===== config.mk =====
export PLATFORM = sky130hd
export DESIGN_NAME = stream_comp_scheduler
export DESIGN_NICKNAME = d
export VERILOG_FILES = /design/src/rtl/stream_comp_scheduler.sv
export SDC_FILE = /design/constraint.sdc
export NUM_CORES = 1
export LEC_CHECK = 0
export ABC_AREA = 0
export ABC_CLOCK_PERIOD_IN_PS = 1900
export CAP_MARGIN = 10
export CORE_AREA = 2 2 60 62
export DETAILED_ROUTE_END_ITERATION = 10
export DIE_AREA = 0 0 62 64
export GPL_ROUTABILITY_DRIVEN = 0
export PLACE_DENSITY = 0.75
export SYNTH_ARGS = -nofsm -noshare
export SYNTH_HDL_FRONTEND = slang
export SYNTH_SLANG_ARGS = --single-unit

===== constraint.sdc =====
create_clock -name clk -period 1.9 [get_ports clk]
set_clock_uncertainty 0.1 [all_clocks]
set_input_delay 0.38 -clock clk [delete_from_list [all_inputs] [get_ports clk]]
set_output_delay 0.38 -clock clk [all_outputs]
set_load 0.05 [all_outputs]

===== src/rtl/stream_comp_scheduler.sv =====
// CFDF three-mode actor scheduler: SETUP -> CHECK -> FIRE -> WAIT_FC per mode.
// Optional WAIT_FC watchdog (ERROR state) enabled by defining SCHED_TIMEOUT_EN.
module stream_comp_scheduler #(
    parameter int CNT_WIDTH = 16,
    parameter int TIMEOUT   = 64
) (
    input  logic                 clk,
    input  logic                 rst,
    input  logic                 start,
    input  logic                 stop,
    input  logic                 enable,
    input  logic                 FC,
    output logic                 invoke,
    output logic [1:0]           next_mode,
    output logic                 busy,
    output logic                 done,
    output logic                 error,
    output logic [CNT_WIDTH-1:0] iter_count
);

    localparam logic [1:0] MODE_ONE   = 2'b00;
    localparam logic [1:0] MODE_THREE = 2'b10;

    typedef enum logic [2:0] {
        S_IDLE, S_SETUP, S_CHECK, S_FIRE, S_WAIT_FC, S_ERROR
    } state_t;

    state_t               state_q, state_d;
    logic [1:0]           next_mode_q, next_mode_d;
    logic [CNT_WIDTH-1:0] iter_count_q, iter_count_d;
    logic                 stop_pending_q, stop_pending_d;
    logic                 invoke_q, invoke_d;
    logic                 busy_q, busy_d;
    logic                 done_q, done_d;
    logic                 error_q, error_d;
    logic                 halt_req;
    logic                 timed_out;

    assign halt_req = stop | stop_pending_q;

`ifdef SCHED_TIMEOUT_EN
    // Counter only has to reach TIMEOUT-2; TIMEOUT must be >= 2.
    localparam int TW = (TIMEOUT > 2) ? $clog2(TIMEOUT) : 1;
    logic [TW-1:0] cnt_q, cnt_d;

    assign timed_out = (cnt_q == TW'(TIMEOUT - 2));

    always_comb begin
        cnt_d = cnt_q;
        if (state_q != S_WAIT_FC && state_d == S_WAIT_FC)
            cnt_d = '0;
        else if (state_q == S_WAIT_FC && !FC)
            cnt_d = cnt_q + 1'b1;
    end

    always_ff @(posedge clk or negedge rst) begin
        if (!rst) cnt_q <= '0;
        else      cnt_q <= cnt_d;
    end
`else
    logic unused_timeout;
    assign unused_timeout = (TIMEOUT != 0);
    assign timed_out      = 1'b0;
`endif

    always_ff @(posedge clk or negedge rst) begin
        if (!rst) begin
            state_q        <= S_IDLE;
            next_mode_q    <= MODE_ONE;
            iter_count_q   <= '0;
            stop_pending_q <= 1'b0;
            invoke_q       <= 1'b0;
            busy_q         <= 1'b0;
            done_q         <= 1'b0;
            error_q        <= 1'b0;
        end else begin
            state_q        <= state_d;
            next_mode_q    <= next_mode_d;
            iter_count_q   <= iter_count_d;
            stop_pending_q <= stop_pending_d;
            invoke_q       <= invoke_d;
            busy_q         <= busy_d;
            done_q         <= done_d;
            error_q        <= error_d;
        end
    end

    always_comb begin
        state_d = state_q;
        unique case (state_q)
            S_IDLE:    if (start) state_d = S_SETUP;
            S_SETUP:   state_d = S_CHECK;
            S_CHECK: begin
                if (enable)        state_d = S_FIRE;
                else if (halt_req) state_d = S_IDLE;
            end
            S_FIRE:    state_d = S_WAIT_FC;
            S_WAIT_FC: begin
                if (FC) begin
                    if (next_mode_q == MODE_THREE && halt_req)
                        state_d = S_IDLE;
                    else
                        state_d = S_SETUP;
                end else if (timed_out) begin
                    state_d = S_ERROR;
                end
            end
            S_ERROR:   if (start) state_d = S_SETUP;
            default:   state_d = S_IDLE;
        endcase
    end

    always_comb begin
        next_mode_d    = next_mode_q;
        iter_count_d   = iter_count_q;
        stop_pending_d = stop_pending_q;
        done_d         = 1'b0;
        if ((state_q == S_IDLE || state_q == S_ERROR) && start) begin
            next_mode_d    = MODE_ONE;
            stop_pending_d = 1'b0;
        end
        if (stop && (state_q == S_SETUP || state_q == S_FIRE ||
                     state_q == S_WAIT_FC))
            stop_pending_d = 1'b1;
        if (state_q == S_WAIT_FC && FC) begin
            if (next_mode_q == MODE_THREE) begin
                iter_count_d = iter_count_q + 1'b1;
                done_d       = 1'b1;
                if (!halt_req) next_mode_d = MODE_ONE;
            end else begin
                next_mode_d = next_mode_q + 2'd1;
            end
        end
        invoke_d = (state_d == S_FIRE);
        busy_d   = (state_d != S_IDLE) && (state_d != S_ERROR);
        error_d  = (state_d == S_ERROR);
    end

    assign invoke     = invoke_q;
    assign next_mode  = next_mode_q;
    assign busy       = busy_q;
    assign done       = done_q;
    assign error      = error_q;
    assign iter_count = iter_count_q;

endmodule


After elaboration in Yosys (flattened, before gate mapping)
Cells that the tools add are included.
{"block": "word_totals", "mem_count": 0, "latch_bits": 0, "ff_bits": 26, "inputBits": 6, "rom_bits": 0, "word_cells": 47, "output_inout_bits": 22, "mem_bits_rw": 0}
{"block": "classes", "n_lt_le_gt_ge": 0, "n_div": 0, "shift": 0, "eq_ne": 9, "reduce_logical": 13, "n_mux": 14, "multipliers": 0, "n_addsub": 2, "n_bitwise": 1}
{"op": "$add A16 B1 Y16 const B", "n": 1}
{"op": "$pmux W3 S5", "n": 1}
{"op": "$mux W3", "n": 4}
{"op": "$eq A3 B2 Y1 const B", "n": 3}
{"op": "$eq A3 B3 Y1 const B", "n": 3}
{"op": "$mux W2", "n": 4}
{"op": "$logic_and A1 B1 Y1", "n": 5}
{"op": "$mux W1", "n": 5}
{"op": "$eq A3 B1 Y1 const B", "n": 1}
{"op": "$logic_not A3 Y1", "n": 1}
{"op": "$logic_or A1 B1 Y1", "n": 3}
{"op": "$ne A3 B3 Y1 const B", "n": 1}
{"op": "$reduce_bool A3 Y1", "n": 1}
{"op": "$add A2 B1 Y2 const B", "n": 1}
{"op": "$eq A2 B2 Y1 const B", "n": 1}
{"op": "$reduce_and A2 Y1", "n": 1}
{"op": "$reduce_bool A2 Y1", "n": 1}
{"op": "$reduce_or A2 Y1", "n": 1}
{"op": "$or A1 B1 Y1", "n": 1}

Depth between registers and ports, before layout
{"block": "depth", "ltp_word": 7, "ltp_mapped": 5}

Worst setup path after synthesis
Ideal clock, no wire load.
{"block": "synth_timing", "path_type": "register to register", "start": "register iter_count_q[3] (netlist: iter_count[3])", "end": "register iter_count_q[12] (netlist: iter_count[12])", "setup_ns": 0.142, "slack_ns": 0.036, "required_ns": 1.658, "path_buffers": 0, "stages_incl_launch_ff": 5, "period_less_slack_ns": 1.864, "arrival_time_ns": 1.622, "path_cell_list": "dfrtp_1 nand4_2 nor4_4 nand3_1 xnor2_1"}
{"block": "synth_between", "elab_chain_cells": 1}
{"element": "from (decl)", "line_no": "30", "rtl": "logic [CNT_WIDTH-1:0] iter_count_q, iter_count_d;"}
{"element": "from (signal assigned)", "line_no": "79", "rtl": "iter_count_q <= iter_count_d;"}
{"element": "$add A16 B1 Y16", "line_no": "127", "rtl": "iter_count_d = iter_count_q + 1'b1;"}
No other way between the ends.
A chain may end at the register's enable or synchronous reset.

Worst setup path after layout
{"block": "layout_timing", "start": "input port FC", "end": "register iter_count_q[12] (netlist: iter_count[12])"}
{"block": "layout_between", "elab_chain_cells": 2}
{"element": "from (decl)", "line_no": "12", "rtl": "input logic FC,"}
{"element": "$logic_and A1 B1 Y1", "line_no": "125", "rtl": "if (state_q == S_WAIT_FC && FC) begin"}
{"element": "$reduce_and A2 Y1 (no line)"}
No other way between the ends.

==> qor.yml <==
timing:
  slew_headroom_pct: 77.4
  setup_viol: 0
  finalHoldViolCount: 0
  rsz0062_at_grt: "false"
  post-route-period-util_pct: 88.5
  period_needed_ns: 1.68
  fmax_ghz: 0.595
  slew_violations: 0
  max_slew.worst_pin.slew_ns: 0.339
logic_synthesis:
  syn_area_mm2: 0.00127
  synth-simple-area-share_pct: 25.0
  yosysSeqAreaShare_pct: 51.3
  synth_mux_area_share_pct: 1.78
  ys_seq_elements: 26
  synth_cells: 116
  synth_cell_type_count: 36
  ys_warn_count: 0
  syn_nets: 123
  synthAdderAreaFrac_pct: 0.986
  synth_top_family_by_area: "simple AND/OR/NAND/NOR gates"
  synthXorXnorAreaFrac_pct: 10.4
  synth-compound-area-share_pct: 7.89
  syn_avg_cell_area_um2: 10.9
critical_path:
  critPathCaptureType: "flop"
  critPathRequiredTime_ns: 2.04
  path_cells: "clkdlybuf4s50_1, nand4bb_4, nor4_4, nand3_1, xnor2_1"
  crit_buf_inv: 1
  timing.rr.start: "next_mode[0]"
  r2r_cells: 4
  startpoint: "FC"
  r2r-end: "iter_count[13]"
  crit_type: "input port to flop"
  cp.arrival_ns: 1.82
  critical_path.max_stage_delay_ns: 0.58
  r2r_slack_ns: 0.24
  start_kind: "input port"
  critPathTopFamily: "simple AND/OR/NAND/NOR gates"
  crit_slowest_cell: "clkdlybuf4s50_1"
  crit_fanout: 4
final_layout:
  n_antenna_cell: 0
  drive_gt1_share_pct: 27.5
  final_cells: 195
  final_cell_mix: "27 x buf_4, 26 x dfrtp_1, 12 x nand2_1, 12 x xnor2_1, 9 x nor2_1"
  layout_commonest_cell: "buf_4"
  fillers: 308
  fin_area_mm2: 0.00161
  area_growth_pct: 27.0
  nets: 157
  multi_input_area_um2: 583
  regArea_um2: 651
global_route:
  antenna_found_initial: 0
  track_usage_pct: 13.7
  grt_max_degree: 27
  grt_pass1_vias: 947
  overflow: 0
  grt_pass1_wl_um: 4100
route:
  vias: 982
  firstDrtPassIters: 4
  drcViolationCount: 0
  avgRoutedWirePerCell_um: 12.4
  drtIter0Drc: 75
  drtAntennaViolNets: 0
  drt_wl_total_um: 2430
  via_per_inst: 5.04
clock_tree:
  cts.sinks: 26
  postCtsSetupRepairBufs: 0
  clk_pin_slew_worst_paths_ns: 0.15
  clock_latency_ns: 0.33
  postCtsHoldBufs: 0
  cts_tree: "yes"
  cts-buffers-inserted: 3
  root_buffer: "clkbuf_4"
  clockBufferDepth: 2
  cts_htree_levels: 1
  cts_resized: 0
placement:
  dp_hpwl_um: 1880
  port_buffers: 27
  placed_cells: 191
  dpl_cell_area_mm2: 0.00156
die:
  die_y_um: 64
  ios: 28
  die_w_um: 62
  rows: 21
  coreArea_mm2: 0.00328
  floorplan.initialDensity_pct: 38.6
  dieArea_mm2: 0.00397
power_and_ir_drop:
  pwr_density_cell_mw_per_mm2: 1040
  power_mw: 1.67
  p_leak_nw: 0.784
  peakVddDrop_mv: 0.784
run:
  max-cap-violations: 0
run_status:
  status: "completed"
hold_path:
  min_path_type: "input port to asynchronous set/reset pin"
[logic make-up (layout without fill, tap and decap cells)]
group / after synthesis / after routing
xor gates and xnor gates: 15 / 15
AOI/OAI and AO/OA: 16 / 16
DFF: 26 / 26
and+or+nand+nor: 49 / 49
adders and majority gates: 1 / 1
muxes: 2 / 2
buffers and inverters: 7 / 40
[power by group]
group	total [mW]	switching [mW]	internal, mW
clock network	0.383	0.169	0.214
logic	0.563	0.326	0.238
registers	0.726	0.0988	0.627
total	1.67	0.593	1.08
[sequential cells by signal, summed over array words and instances, names as in the netlist]
name,count
done,1
next_mode,2
invoke,1
state_q,3
busy,1
stop_pending_q,1
iter_count,16
error,1
[per-layer routing]
metal	up-vias	global-route usage, %	share of wire [%]	routed length (um)
li1	470	-	-	-
met2	33	23.4	52	1250
met3	4	4.25	6.0	145
met5	-	0	0	0
met1	475	16.2	41	1000
met4	0	3.19	1.1	27
[per-stage QoR]
| stage | hold slack, ns | TNS (ns) | worst slack [ns] | utilization, % |
|---|---|---|---|---|
| 2_1_floorplan | -0.0156 | 0 | 0.0364 | - |
| 3_3_place_gp | 0.366 | -0.902 | -0.114 | 47.5 |
| 3_5_place_dp | 0.384 | -1.21 | -0.151 | 47.5 |
| 4_1_cts | 0.313 | 0 | 0.211 | 49.1 |
| 5_1_grt | 0.312 | 0 | 0.108 | 49.1 |
| 6_report | 0.297 | 0 | 0.219 | 49.1 |
[cell usage after synthesis]
master	n	area share [%]
o21ba_2	1	0.79
o22ai_1	2	0.99
mux2_2	2	1.8
xnor2_1	12	8.3
xor2_1	3	2.1
a21oi_1	4	1.6
and4bb_2	1	0.99
and4_1	1	0.69
or2b_1	1	0.59
dfrtp_1	26	51
and3_1	1	0.49
clkbuf_1	1	0.30
nand2b_1	2	0.99
nor2_1	9	2.7
or2_2	2	0.99
o21ai_0	5	2.0
nor3b_1	1	0.59
nand2_1	12	3.6
nand4_1	2	0.99
ha_1	1	0.99
nand4bb_4	1	2.2
nand4_2	1	0.99
nand3_1	6	2.4
o32ai_1	1	0.69
nand4b_1	1	0.69
buf_2	1	0.39
nor3_1	2	0.79
a211oi_1	1	0.59
o31ai_1	1	0.59
nor4_4	2	3.4
inv_1	4	1.2
nor2b_1	1	0.49
buf_6	1	0.89
or3_1	2	0.99
nand3b_1	1	0.59
a32oi_1	1	0.69
[final cells by class]
type / instances / share of cell area [%]
clock buffer: 3 / 1.40
clock inverter: 1 / 1.86
inverter: 4 / 0.932
multi-input combinational: 83 / 36.2
sequential: 26 / 40.4
tap: 46 / 3.57
timing repair buffer: 32 / 15.7
[worst max path at each step]
stage                      to  slack [ns]  cells past startpoint
5_1_grt        iter_count[11]        0.11                      4
4_1_cts        iter_count[12]        0.21                      5
6_report       iter_count[12]        0.22                      5
2_1_floorplan  iter_count[12]        0.04                      4
3_5_place_dp   iter_count[12]       -0.15                      5
3_3_place_gp   iter_count[10]       -0.11                      5
Power figures use the tool's default switching activity.
